===== src/rtl/jk_cmd_debounce.sv =====
// Purpose: synchronise + debounce set/clear/toggle buttons into fixed-length j/k command pulses.
// Latency: j/k rise after edge DEBOUNCE_CYCLES+2, counting edge 1 as the first to sample a raw press.
// Backpressure: none; presses arriving while busy are dropped, never queued.
//
// Ports:
//   clk      rising-edge clock
//   reset    asynchronous active-low reset
//   set_btn  raw set button (async, active-high)
//   clr_btn  raw clear button (async, active-high)
//   tgl_btn  raw toggle button (async, active-high)
//   j, k     registered command outputs to the JK flip-flop
//   busy     high while a pulse is driven or buttons are still held
module jk_cmd_debounce #(
  parameter int DEBOUNCE_CYCLES = 4,
  parameter int PULSE_CYCLES    = 2,
  parameter int CNT_W           = $clog2(DEBOUNCE_CYCLES) + 1
) (
  input  logic clk,
  input  logic reset,
  input  logic set_btn,
  input  logic clr_btn,
  input  logic tgl_btn,
  output logic j,
  output logic k,
  output logic busy
);

  localparam logic [CNT_W-1:0]  CNT_LAST  = CNT_W'(DEBOUNCE_CYCLES - 1);
  localparam int                PCNT_W    = $clog2(PULSE_CYCLES + 1);
  localparam logic [PCNT_W-1:0] PCNT_LAST = PCNT_W'(PULSE_CYCLES - 1);

  typedef enum logic [1:0] {
    IDLE         = 2'd0,
    PULSE        = 2'd1,
    WAIT_RELEASE = 2'd2
  } state_t;

  // Bit order everywhere: [0]=set, [1]=clr, [2]=tgl.
  logic [2:0]       raw;
  logic [2:0]       s1;
  logic [2:0]       s2;
  logic [2:0]       stable;
  logic [CNT_W-1:0] cnt [3];
  logic [2:0]       press;
  logic             any_press;
  logic             cmd_j;
  logic             cmd_k;

  state_t            state;
  logic [PCNT_W-1:0] pcnt;

  assign raw = {tgl_btn, clr_btn, set_btn};

  // Two-flop synchroniser for each asynchronous button.
  always_ff @(posedge clk or negedge reset) begin
    if (!reset) begin
      s1 <= '0;
      s2 <= '0;
    end else begin
      s1 <= raw;
      s2 <= s1;
    end
  end

  // A level is accepted only after it has differed from the stable value for
  // DEBOUNCE_CYCLES consecutive samples; any return to the stable value
  // restarts the count, so short bounces are swallowed.
  always_ff @(posedge clk or negedge reset) begin
    if (!reset) begin
      stable <= '0;
      for (int i = 0; i < 3; i++) begin
        cnt[i] <= '0;
      end
    end else begin
      for (int i = 0; i < 3; i++) begin
        if (s2[i] == stable[i]) begin
          cnt[i] <= '0;
        end else if (cnt[i] == CNT_LAST) begin
          stable[i] <= s2[i];
          cnt[i]    <= '0;
        end else begin
          cnt[i] <= cnt[i] + 1'b1;
        end
      end
    end
  end

  // press is the cycle on which a 0->1 level is about to be accepted, so the
  // FSM loads its command on the same edge that stable goes high.
  always_comb begin
    press = '0;
    for (int i = 0; i < 3; i++) begin
      press[i] = s2[i] & ~stable[i] & (cnt[i] == CNT_LAST);
    end
  end

  // Toggle, or set and clear together, both mean j=k=1.
  assign any_press = |press;
  assign cmd_j     = press[2] | press[0];
  assign cmd_k     = press[2] | press[1];

  always_ff @(posedge clk or negedge reset) begin
    if (!reset) begin
      state <= IDLE;
      pcnt  <= '0;
      j     <= 1'b0;
      k     <= 1'b0;
      busy  <= 1'b0;
    end else begin
      case (state)
        IDLE: begin
          if (any_press) begin
            state <= PULSE;
            pcnt  <= '0;
            j     <= cmd_j;
            k     <= cmd_k;
            busy  <= 1'b1;
          end
        end
        PULSE: begin
          // Pulse length is fixed; a release during it is only seen later.
          if (pcnt == PCNT_LAST) begin
            state <= WAIT_RELEASE;
            j     <= 1'b0;
            k     <= 1'b0;
          end else begin
            pcnt <= pcnt + 1'b1;
          end
        end
        WAIT_RELEASE: begin
          if (stable == 3'b000) begin
            state <= IDLE;
            busy  <= 1'b0;
          end
        end
        default: begin
          state <= IDLE;
          j     <= 1'b0;
          k     <= 1'b0;
          busy  <= 1'b0;
        end
      endcase
    end
  end

endmodule


===== config.mk =====
export PLATFORM = sky130hd
export DESIGN_NAME = jk_cmd_debounce
export DESIGN_NICKNAME = d
export VERILOG_FILES = /design/src/rtl/jk_cmd_debounce.sv
export SDC_FILE = /design/constraint.sdc
export NUM_CORES = 1
export LEC_CHECK = 0
export ABC_AREA = 1
export CORE_AREA = 2 2 54 56
export CTS_CLUSTER_SIZE = 10
export DETAILED_ROUTE_END_ITERATION = 8
export DIE_AREA = 0 0 56 58
export GPL_TIMING_DRIVEN = 0
export HOLD_SLACK_MARGIN = 0.12
export SYNTH_ARGS = -nofsm -noshare
export SYNTH_HDL_FRONTEND = slang
export SYNTH_SLANG_ARGS = --single-unit

===== constraint.sdc =====
create_clock -name clk -period 3 [get_ports clk]
set_input_delay 0.6 -clock clk [delete_from_list [all_inputs] [get_ports clk]]
set_output_delay 0.6 -clock clk [all_outputs]
set_load 0.05 [all_outputs]

Word-level counts from Yosys, hierarchy flattened
Index checks and enable logic that the tools add are counted.

storage, ports and cells
  bits in registers = 25
  input port bits = 5

cells by class
  $add $sub $neg = 4
  eq/ne operators = 13
  mux-type cells = 21
  bitwise gates (word level) = 16
  reductions and logical operators = 11

operators with widths
  operator               count
  $mux W3                6
  $reduce_and A3 Y1      4
  $mux W2                5
  $add A3 B1 Y3 const B  3
  $eq A3 B2 Y1 const B   3
  $pmux W1 S3            3
  $ne A2 B2 Y1 const B   4
  $not A1 Y1             8
  $and A1 B1 Y1          6
  $pmux W2 S3            1
  $reduce_and A2 Y1      3
  $mux W1                5
  $eq A2 B1 Y1 const B   2
  $pmux W2 S2            1
  $eq A1 B1 Y1           3
  $logic_not A3 Y1       1
  $reduce_or A3 Y1       1
  $add A2 B1 Y2 const B  1
  $eq A2 B2 Y1 const B   1
  $logic_not A2 Y1       1
  $or A1 B1 Y1           2
  $reduce_bool A2 Y1     1

Logic depth before layout (Yosys ltp)
Gate-level depths: netlist (run 1).

  word-level depth = 6
  gate-level depth with buffers = 9
  gate-level depth less buffers = 9

Worst setup path after synthesis (run 1)
No wires, ideal clock.

  kind = register to output
  start point = reg busy
  end point = out busy
  data arrival time = 600 ps
  path slack = 1800 ps
  cell stages (with the launch flop) = 1
  buffers on the path = 0
  cell sequence = dfrtp_1

RTL lines
  element                 line  RTL
  from (decl)             25    output logic busy
  from (signal assigned)  108   busy <= 1'b0;
  from (signal assigned)  117   busy <= 1'b1;
  from (signal assigned)  133   busy <= 1'b0;

No word-level cell between the ends.

Final worst setup path (run 1)
  start point = reg k
  end point = out k

RTL lines
  element                 line  RTL
  from (decl)             24    output logic k,
  from (signal assigned)  116   k <= cmd_k;

No word-level cell between the ends.

==> flow_metrics.py, run 1 <==
metrics = {
    "run_status": {
        "status": "complete, no violations",
    },
    "critical_path": {
        "cp-end-kind": "output pin",
        "path_max_fanout": 2,
        "cp_cell_sequence": "clkdlybuf4s50_1",
        "cpMaxStageDelayCell": "clkdlybuf4s50_1",
        "startpoint_type": "register",
        "cp_top_family": "buffers and inverters",
        "path_buf_inv": 1,
        "crit_arrival_ns": 1.48,
        "crit_type": "register to output pin",
        "max_stage_delay_ns": 0.80,
        "required_ns": 2.40,
    },
    "floorplanning": {
        "dieWidth_um": 56,
        "num_rows": 19,
        "initial_core_util_pct": 38.8,
        "pin_count": 8,
        "die_h_um": 58,
        "coreArea_um2": 2660,
        "dieArea_um2": 3250,
    },
    "timing": {
        "worst_pin_slew_ns": 1.05,
        "setup_viol": 0,
        "clock_skew_ns": 0.000945,
        "maxSlewViolCount": 0,
        "fin_ws_ns": 0.916,
        "final.min_clock_period_ns": 2.08,
        "finalCritPeriodShare_pct": 69.5,
        "fin_setup_tns_ns": 0,
        "finalHoldViolCount": 0,
        "fmax_mhz": 480,
        "rsz0062_at_grt": "false",
        "maxSlewHeadroom_pct": 29.5,
    },
    "cts": {
        "clkTransAtPathRegs_ns": 0.12,
        "cts-root-buf": "clkbuf_4",
        "htreeDepth": 1,
        "post_cts_buffers": 0,
        "cts_hold_buf": 0,
        "clk_latency_ns": 0.31,
        "clockBufferDepth": 2,
        "post_cts_resized": 0,
        "cts_sinks": 25,
        "cts_tree": "built",
        "numCtsBuffers": 3,
    },
    "routing": {
        "drt_pass1_iterations": 2,
        "avgViaCountPerCell": 4.54,
        "drtAntennaViolNets": 0,
        "wl_per_cell_um": 9.37,
        "vias": 681,
        "wirelength_um": 1410,
        "drtIter0Drc": 4,
        "drcViolationCount": 0,
    },
    "global_routing": {
        "grt_pass1_vias": 655,
        "grt_overflow": 0,
        "antenna_found_initial": 0,
        "grt_max_degree": 26,
        "grt_util_all_layers_pct": 10.9,
        "grt_pass1_wl_um": 2660,
    },
    "placed_design": {
        "numPortBuffers": 7,
        "dp_hpwl_um": 1080,
        "place_congestion": 0.713,
        "post-place-ws_ns": 1.07,
    },
    "logic_synthesis": {
        "avgSynthCellArea_um2": 9.56,
        "synthAdderAreaFrac_pct": 8.48,
        "synth_nets": 120,
        "synth_area_leaders": "dfrtp_1 61%, ha_1 8.5%, nand2_1 8.0%",
        "synth_top_family_by_area": "simple AND/OR/NAND/NOR gates",
        "synth_seq_cells": 25,
        "synth.mux.area_fraction_pct": 0,
        "yosysSeqAreaShare_pct": 60.6,
        "netlist_area_um2": 1030,
        "ys_types": 12,
        "ys_warn_count": 0,
        "synth-compound-area-share_pct": 2.91,
        "yosys.area_share.simple_pct": 20.7,
        "syn_inst": 108,
        "synth_top_area_cell": "dfrtp_1",
        "synth_xor_xnor_area_share_pct": 0,
        "netlist.area_leader.share_pct": 60.6,
    },
    "final_layout": {
        "multi_input_area_um2": 332,
        "num_antenna_cells": 0,
        "fill_cells": 272,
        "ff_latch_area_um2": 626,
        "areaGrowthSynthToFinish_pct": 13.1,
        "layout-drive-gt1-share_pct": 4.20,
        "final_nets": 132,
    },
    "flow_run": {
        "drv_cap": 0,
    },
    "pwr": {
        "pwr_density_cell_nw_per_um2": 870,
        "irDropWorstVdd_mv": 0.408,
        "p_leak_nw": 0.623,
    },
    "worst_hold_path": {
        "hold_path_class": "register to register",
    },
}
[worst reg2reg max path: stages, from the launching register on]
cell     delay (ns)
dfrtp_1        0.38
ha_1           0.16
inv_1          0.04
nor2_1         0.16
nand2_1        0.13
nand3_1        0.09
nand2_1        0.11
nand3_1        0.10
nand2_1        0.05
[worst paths after layout]
kind                         from       to  slack (ns)  depth (start not counted)
hold reg to reg             s1[1]    s2[1]        0.36                          0
min in group asynchronous   reset    s1[1]        0.85                          1
hold / removal              s1[1]    s2[1]        0.36                          0
setup / recovery                k        k        0.92                          1
setup reg to reg           cnt[6]  pcnt[1]        1.69                          8
max in group asynchronous   reset  pcnt[1]        1.52                          1
[Yosys cell counts]
library cell,instances
nor2_1,12
nor2_2,1
nand3_1,7
o21ai_0,1
nor3_1,4
nand4_1,3
dfrtp_1,25
a21oi_1,5
nand2_1,22
nand2_2,1
inv_1,20
ha_1,7
[cells by family after synthesis]
family          after synthesis
buf+inv                      20
compound gates                6
fa+ha+maj                     7
flops                        25
simple gates                 50
[where the power goes]
| part | internal, mW | switching [mW] |
|---|---|---|
| combinational | 0.143 | 0.250 |
| clock | 0.0519 | 0.0909 |
| sequential | 0.431 | 0.0485 |
[area by class of cell]
type	count	area share, %
Clock buffer	4	2.25
Inverter	20	6.43
Multi-Input combinational cell	63	28.4
Sequential cell	25	53.6
Tap cell	31	3.32
Timing Repair Buffer	7	6.00
[routing by layer]
| layer | track usage, % | routed length [µm] |
|---|---|---|
| met1 | 12.7 | 632 |
| met5 | 0 | 0 |
| met3 | 2.23 | 48 |
| met4 | 8.16 | 51 |
| met2 | 17.8 | 674 |
[per-stage QoR]
step | total power, mW | utilization (%) | hold slack [ns] | area [µm²] | instances
4_1_cts | 1.03 | 43.8 | 0.364 | 1170 | 150
3_5_place_dp | 0.889 | 42.9 | 0.335 | 1140 | 146
2_1_floorplan | 0.783 | - | 0.304 | 1030 | 108
3_3_place_gp | 0.870 | 42.9 | 0.333 | 1140 | 146
5_1_grt | 1.12 | 43.8 | 0.365 | 1170 | 150
6_report | 1.02 | 43.8 | 0.361 | 1170 | 150
[sequential cells by signal, indices dropped and copies added (netlist names)]
signal and cells:
pcnt 2, stable 3, state 2, s1 3, j 1, k 1, s2 3, busy 1
cnt 9
[layout by cell type (no fill, tap or decap), drive strengths merged]
master / instances
clkdlybuf4s50: 7
nand4: 3
nand3: 7
o21ai: 1
nor2: 13
clkbuf: 4
a21oi: 5
ha: 7
nand2: 23
dfrtp: 25
nor3: 4
inv: 20
Note: power is estimated with default switching activity, not from simulation.
==> run 2: changes to the inputs <==
- clock period: 3 -> 2 ns (I/O delays scaled with it)
==> results of run 2 <==
The final DEF is identical to that of run 1. Status: complete, no violations.
Among the figures that moved: setup slack after placement 1.07 ns -> 0.268 ns; setup slack after layout 0.916 ns -> 0.116 ns; register-to-register setup slack 1.69 ns -> 0.69 ns; total power 1.02 mW -> 1.52 mW; worst IR drop on VDD 0.408 mV -> 0.611 mV
